File: config.mk
export PLATFORM = sky130hd
export DESIGN_NAME = alu_mult_seq
export DESIGN_NICKNAME = d
export VERILOG_FILES = /design/src/rtl/alu_mult_seq.sv
export SDC_FILE = /design/constraint.sdc
export NUM_CORES = 1
export LEC_CHECK = 0
export BUFFER_PORTS_ARGS = -buffer_cell sky130_fd_sc_hd__buf_2
export CORE_AREA = 10 10 60 62
export DETAILED_ROUTE_END_ITERATION = 8
export DIE_AREA = 0 0 70 72
export PLACE_DENSITY = 0.76
export SLEW_MARGIN = 10
export SYNTH_ARGS = -nofsm -noshare
export SYNTH_HDL_FRONTEND = slang
export SYNTH_SLANG_ARGS = --single-unit
File: constraint.sdc
create_clock -name clk -period 2.6 [get_ports clk]
set_input_delay 0.78 -clock clk [delete_from_list [all_inputs] [get_ports clk]]
set_output_delay 0.78 -clock clk [all_outputs]
set_load 0.1 [all_outputs]
File: src/rtl/alu_mult_seq.sv
// Sequential 4x4 unsigned shift-add multiplier that borrows the shared 4-bit ALU for its adds.
// The ALU has no carry-out, so the add carry is rebuilt from the operand and result MSBs.
module alu_mult_seq #(
  parameter int unsigned       N_BITS  = 4,
  parameter logic [3:0]        IDLE_OP = 4'b0000,
  parameter logic [3:0]        ADD_OP  = 4'b0010
) (
  input  logic                  clk,
  input  logic                  rst_n,
  input  logic                  start,
  input  logic [N_BITS-1:0]     mcand,
  input  logic [N_BITS-1:0]     mplier,
  output logic                  busy,
  output logic                  done,
  output logic [2*N_BITS-1:0]   product,
  output logic                  zero,
  output logic [3:0]            alu_op,
  output logic [N_BITS-1:0]     alu_a,
  output logic [N_BITS-1:0]     alu_b,
  input  logic [N_BITS-1:0]     alu_r
);

  // state | meaning
  // IDLE  | ALU parked on a side-effect-free op, waiting for start
  // RUN   | one shift-add iteration per cycle, cnt = 0..3
  localparam logic [0:0] IDLE = 1'b0;
  localparam logic [0:0] RUN  = 1'b1;

  logic [0:0]        state;
  logic [N_BITS-1:0] hi, lo, m;
  logic [1:0]        cnt;

  logic [N_BITS-1:0] sum;
  logic              carry;
  logic [N_BITS-1:0] next_hi, next_lo;

  assign busy = (state == RUN);

  always_comb begin
    alu_op = IDLE_OP;
    alu_a  = '0;
    alu_b  = '0;
    if (state == RUN) begin
      alu_op = ADD_OP;
      alu_a  = hi;
      alu_b  = m;
    end
  end

  // Carry out of hi+m: both MSBs set, or one set and the result MSB dropped to 0.
  always_comb begin
    sum   = hi;
    carry = 1'b0;
    if (lo[0]) begin
      sum   = alu_r;
      carry = (hi[N_BITS-1] & m[N_BITS-1]) |
              ((hi[N_BITS-1] | m[N_BITS-1]) & ~alu_r[N_BITS-1]);
    end
  end

  assign next_hi = {carry, sum[N_BITS-1:1]};
  assign next_lo = {sum[0], lo[N_BITS-1:1]};

  always_ff @(posedge clk or negedge rst_n) begin
    if (!rst_n) begin
      state   <= IDLE;
      hi      <= '0;
      lo      <= '0;
      m       <= '0;
      cnt     <= '0;
      done    <= 1'b0;
      product <= '0;
      zero    <= 1'b0;
    end else begin
      done <= 1'b0;
      case (state)
        IDLE: begin
          if (start) begin
            m     <= mcand;
            lo    <= mplier;
            hi    <= '0;
            cnt   <= '0;
            state <= RUN;
          end
        end
        RUN: begin
          hi  <= next_hi;
          lo  <= next_lo;
          cnt <= cnt + 2'd1;
          if (cnt == 2'd3) begin
            product <= {next_hi, next_lo};
            zero    <= ({next_hi, next_lo} == '0);
            done    <= 1'b1;
            state   <= IDLE;
          end
        end
        default: state <= IDLE;
      endcase
    end
  end

endmodule
==> results of run 1 <==
-- routing by layer --
layer,track usage,vias to the layer above,share of wire
met4,0.02632,0,0.0039
met1,0.1226,397,0.43
met5,0,-,0
li1,-,413,-
met2,0.1692,32,0.46
met3,0.05170,4,0.11
-- area by class of cell --
type | count | share of cell area
clock inverter | 1 | 0.005376
clock buffer | 3 | 0.01613
tap | 30 | 0.02688
inverter | 1 | 0.002688
sequential | 25 | 0.4489
multi-input combinational | 72 | 0.3781
timing repair buffer | 34 | 0.1219
-- state kept, by name, summed over array words and instances, names as in the netlist --
| signal | flops |
|---|---|
| busy | 1 |
| cnt | 2 |
| done | 1 |
| hi | 4 |
| lo | 4 |
| m | 4 |
| product | 8 |
| zero | 1 |
-- Yosys cell counts (all sizes together), types with 2 or more instances --
cell type	count	area [sq um]
buf	9	67.56
and2	8	50.05
nand2	10	45.04
nor3b	2	15.01
nor2b	3	26.27
mux2i	11	110.1
mux2	8	93.84
a21oi	2	10.01
nor3	3	15.01
nor2	3	11.26
nand2b	4	25.02
dfrtp	25	625.6
o21ai	8	43.79
-- metrics by stage --
stage / worst slack, ns / instance area (sq um) / util / std cells / hold slack (ns)
floorplan: 0.007057 / 1240 / - / 108 / 0.4562
global placement: 0.5018 / 1366 / 0.5617 / 162 / 0.4597
detailed placement: 0.4882 / 1366 / 0.5617 / 162 / 0.4654
CTS: 0.1043 / 1396 / 0.5741 / 166 / 0.4281
global route: 0.009446 / 1396 / 0.5741 / 166 / 0.4297
finish: 0.1214 / 1396 / 0.5741 / 166 / 0.4223
-- cell families after synthesis --
logic type,Yosys count
AO/OA/AOI/OAI,15
adder cells (fa/ha/maj),1
buffers and inverters,11
flip-flops,25
multiplexers,19
other,1
AND/OR/NAND/NOR,34
-- critical path: stages, from the launching register on --
cell and delay, ns:
dfrtp_2 0.72, and2_2 0.24, buf_2 0.42
-- worst max-delay path by stage --
stage,start,end,slack [ns],cells past startpoint
after floorplan,busy,alu_b[1],0.007,3
after global placement,busy,alu_b[0],0.50,2
after detailed placement,busy,alu_b[0],0.49,2
after CTS,busy,alu_b[0],0.10,2
after global routing,busy,alu_b[0],0.009,2
final,busy,alu_b[0],0.12,2
==> out/metrics.yaml, run 1 <==
floorplan:
  num_rows: 18
  dieArea_sq_um: 5040
  ios: 38
  coreArea_sq_um: 2432
  die-height_um: 72
  start_util: 0.5031
  die_w_um: 70
place:
  dp_hpwl_um: 2006
  place.gp.congestion: 0.7911
  portBuffers: 34
sta:
  setup_violations: 0
  slew_viol_final: 0
  rsz0062_at_grt: "false"
  finClkSkew_ns: 0.008653
  max_freq_mhz: 403.4
  fin_tns_setup_ns: 0
  slew_headroom: 0.6332
  finalHoldViolCount: 0
  min_period_ns: 2.479
  worst_slew_pin_slew_ns: 0.5501
  post-route-period-util: 0.9533
yosys:
  synth_cell_types: 29
  synth_adder_area_share: 0.01022
  synth_compound_gate_area_share: 0.07975
  synth_edf_count: 0
  synth_top_family_by_area: "multiplexers"
  postSynth.asyncResetShare: 1.000
  ys.flop_type: "dfrtp_1"
  synthSimpleGateAreaFrac: 0.1595
  ys.warnings.count: 0
  yosysSeqAreaShare: 0.5112
  avgSynthCellArea_sq_um: 11.54
  ys_ff_latch: 25
  synth-xor-area-share: 0
  synth_mux_area_frac: 0.1667
  syn_area_sq_um: 1224
  synthCells: 106
routing:
  drt-initial-drc-count: 48
  num_vias: 846
  drtPass1Iterations: 2
  routedWlPerCell_um: 15.44
  drc: 0
  wirelength_um: 2563
  viasPerCell: 5.096
  ant_nets: 0
final_layout:
  final_nets: 153
  seq_area_sq_um: 626.9
  multi_input_area_sq_um: 528.0
  final_cell_mix: "buf_2 (34), dfrtp_1 (24), mux2i_1 (11)"
  diodes: 0
  final_layout_size_suffix_gt1_frac: 0.4265
  fillers: 230
  syn2layout_area_growth_pct: 14.11
  final_common_cell: "buf_2"
clock_network:
  cts_tree: "yes"
  cts.path.max_buffers: 2
  clkTransAtPathRegs_ns: 0.14
  clock-sinks: 25
  h-tree-depth: 1
  clk-insertion-delay-late_ns: 0.32
  post-cts-setup-buffers: 0
  postCtsHoldBufs: 0
  root_buffer: "clkbuf_4"
  numCtsBuffers: 3
  cts_resized: 0
setup_path:
  ff2ff_path_depth: 3
  critPathRequiredTime_ns: 1.82
  critPathLaunchType: "flip-flop"
  reg2reg_from: "busy"
  cp.arrival_ns: 1.70
  criticalPathCategory: "flip-flop to output pin"
  rrSetupSlack_ns: 1.10
  cp_max_fo: 28
  endpoint_kind: "output pin"
  r2r-end: "product[7]"
global_routing:
  grt_pass1_vias: 926
  track_usage: 0.1051
  grt_overflow: 0
  grt_max_degree: 29
  antenna_found_initial: 0
  grt_pass1_wl_um: 4457
outcome:
  status: "finished, final reports clean"
min_path:
  hp-class: "input pin to async pin"
run:
  maxCapViolCount: 0
Power of run 1 is not shown: default switching activity piles up to over one toggle a cycle in this logic, so the estimate is an artifact.
==> run 2, diff against run 1 <==
--- a/config.mk
+++ b/config.mk
@@ -5,11 +5,12 @@
 export SDC_FILE = /design/constraint.sdc
 export NUM_CORES = 1
 export LEC_CHECK = 0
+export ABC_AREA = 1
 export BUFFER_PORTS_ARGS = -buffer_cell sky130_fd_sc_hd__buf_2
-export CORE_AREA = 10 10 60 62
+export CORE_AREA = 10 10 58 60
 export DETAILED_ROUTE_END_ITERATION = 8
-export DIE_AREA = 0 0 70 72
-export PLACE_DENSITY = 0.76
+export DIE_AREA = 0 0 68 70
+export PLACE_DENSITY = 0.78
 export SLEW_MARGIN = 10
 export SYNTH_ARGS = -nofsm -noshare
 export SYNTH_HDL_FRONTEND = slang
==> run 2 against run 1 <==
  * Cell count up 24%
  * Synthesized cell count up 34%
  * Sequential share of layout area up 1.7 points
  * Non-clock buffer count unchanged
  * Routed wire length up 2.0%
  * Maximum frequency up 10%
  * Final area down 3.7%
  * Count of clock-buffer cells in the layout up 1
  * Flip-flop and latch count unchanged
  * Critical endpoint unchanged
  * Via count up 16%
  * Critical path type unchanged
  * Worst setup slack better by 0.23 ns
  * Worst hold slack better by 0.0078 ns
==> out/metrics.yaml, run 2 <==
setup_path:
  endpoint_kind: "output pin"
  rrSetupSlack_ns: 1.26
  reg2reg_from: "busy"
  ff2ff_path_depth: 6
  critPathLaunchType: "flip-flop"
  criticalPathCategory: "flip-flop to output pin"
  critPathRequiredTime_ns: 1.82
  cp_max_fo: 17
  cp.arrival_ns: 1.47
  r2r-end: "zero"
final_layout:
  fillers: 245
  regMostFlops: "product"
  final_layout_size_suffix_gt1_frac: 0.2500
  stdcell_count: 206
  diodes: 0
  final_common_cell: "nand2_1"
  syn2layout_area_growth_pct: 17.74
  largest_reg_flops: 8
  final_cell_mix: "nand2_1 (57), buf_2 (34), dfrtp_1 (24)"
  final_nets: 193
routing:
  ant_nets: 0
  drc: 0
  wirelength_um: 2615
  viasPerCell: 4.767
  drtPass1Iterations: 5
  num_vias: 982
  routedWlPerCell_um: 12.69
  drt-initial-drc-count: 46
global_routing:
  grt_overflow: 0
  antenna_found_initial: 0
  grt_pass1_vias: 1000
  track_usage: 0.1141
  grt_max_degree: 26
  grt_pass1_wl_um: 4471
floorplan:
  start_util: 0.4877
  die-height_um: 70
  coreArea_sq_um: 2342
  ios: 38
  num_rows: 18
  dieArea_sq_um: 4760
  die_w_um: 68
sta:
  setup_violations: 0
  worst_slew_pin_slew_ns: 0.5379
  slew_viol_final: 0
  max_freq_mhz: 444.4
  min_period_ns: 2.250
  post-route-period-util: 0.8655
  fin_tns_setup_ns: 0
  finalHoldViolCount: 0
  finClkSkew_ns: 0.002215
  slew_headroom: 0.6414
  rsz0062_at_grt: "false"
clock_network:
  postCtsHoldBufs: 0
  root_buffer: "clkbuf_4"
  clkTransAtPathRegs_ns: 0.13
  clk-insertion-delay-late_ns: 0.31
  post-cts-setup-buffers: 0
  clock-sinks: 25
  cts_tree: "yes"
  numCtsBuffers: 3
  h-tree-depth: 1
  cts_resized: 0
  cts.path.max_buffers: 2
yosys:
  ys.warnings.count: 0
  synth.most_common_cell: "nand2_1"
  ys_top_cells_by_area: "dfrtp_1 (55%), nand2_1 (19%), inv_1 (6.6%)"
  ys.flop_type: "dfrtp_1"
  synth_top_area_frac: 0.5476
  syn_area_sq_um: 1142
  postSynth.asyncResetShare: 1.000
  avgSynthCellArea_sq_um: 8.045
  synth_cell_types: 18
  synth_edf_count: 0
  ys_ff_latch: 25
  synthCells: 142
  synth.largest_area_cell: "dfrtp_1"
  synth_top_cells_by_count: "nand2_1 (57), dfrtp_1 (25), inv_1 (20)"
  yosysSeqAreaShare: 0.5476
outcome:
  status: "finished, final reports clean"
place:
  place_inst: 202
  portBuffers: 34
  dp_hpwl_um: 2051
  place.gp.congestion: 0.8228
min_path:
  hp-class: "input pin to async pin"
run:
  maxCapViolCount: 0
## run 2: metrics by stage
stage | hold slack [ns] | setup WS, ns | util | area [sq um]
floorplan | 0.4422 | 0.1579 | - | 1151
detailed placement | 0.4594 | 0.6932 | 0.5630 | 1319
global placement | 0.4563 | 0.7138 | 0.5630 | 1319
finish | 0.4302 | 0.3496 | 0.5743 | 1345
global route | 0.4476 | 0.2698 | 0.5743 | 1345
CTS | 0.4401 | 0.3244 | 0.5743 | 1345
## run 2: how the worst max path moves through the flow
stage	from	cells after the start	slack, ns	end
floorplan	busy	3	0.16	alu_b[3]
global placement	busy	3	0.71	alu_a[1]
detailed placement	busy	3	0.69	alu_b[0]
CTS	busy	3	0.32	alu_b[0]
global route	busy	3	0.27	alu_a[0]
finish	busy	3	0.35	alu_b[0]
## run 2: cells by family (layout without fill, tap and decap cells)
logic type,Yosys count,after routing,share of synthesized area
buffers and inverters,28,60,0.1073
adders and majority gates,1,1,0.01095
AOI/OAI and AO/OA,17,17,0.09091
and+or+nand+nor,70,70,0.2399
DFF,25,25,0.5476
other,1,3,0.003283
## run 2: cell type report
type	count	area (sq um)	area share
tap	30	37.54	0.02791
sequential	25	626.9	0.4660
inverter	22	82.58	0.06140
clock buffer	4	26.28	0.01953
timing repair buffer	34	170.2	0.1265
multi-input combinational	91	401.6	0.2986
## run 2: worst max-delay path, cell delays in order (launching register included)
cell	delay (ns)
dfrtp_2	0.58
nand2_1	0.10
inv_1	0.06
buf_2	0.42
## run 2: metal layers
metal  GRT usage  routed length [um]  vias to the layer above
met5           0                   0                        -
met4     0.04474                  12                        0
met3     0.03349                 231                        2
met2      0.1729                1228                       37
met1      0.1461                1142                      445
li1            -                   -                      498
Power of run 2 is left out for the same reason.
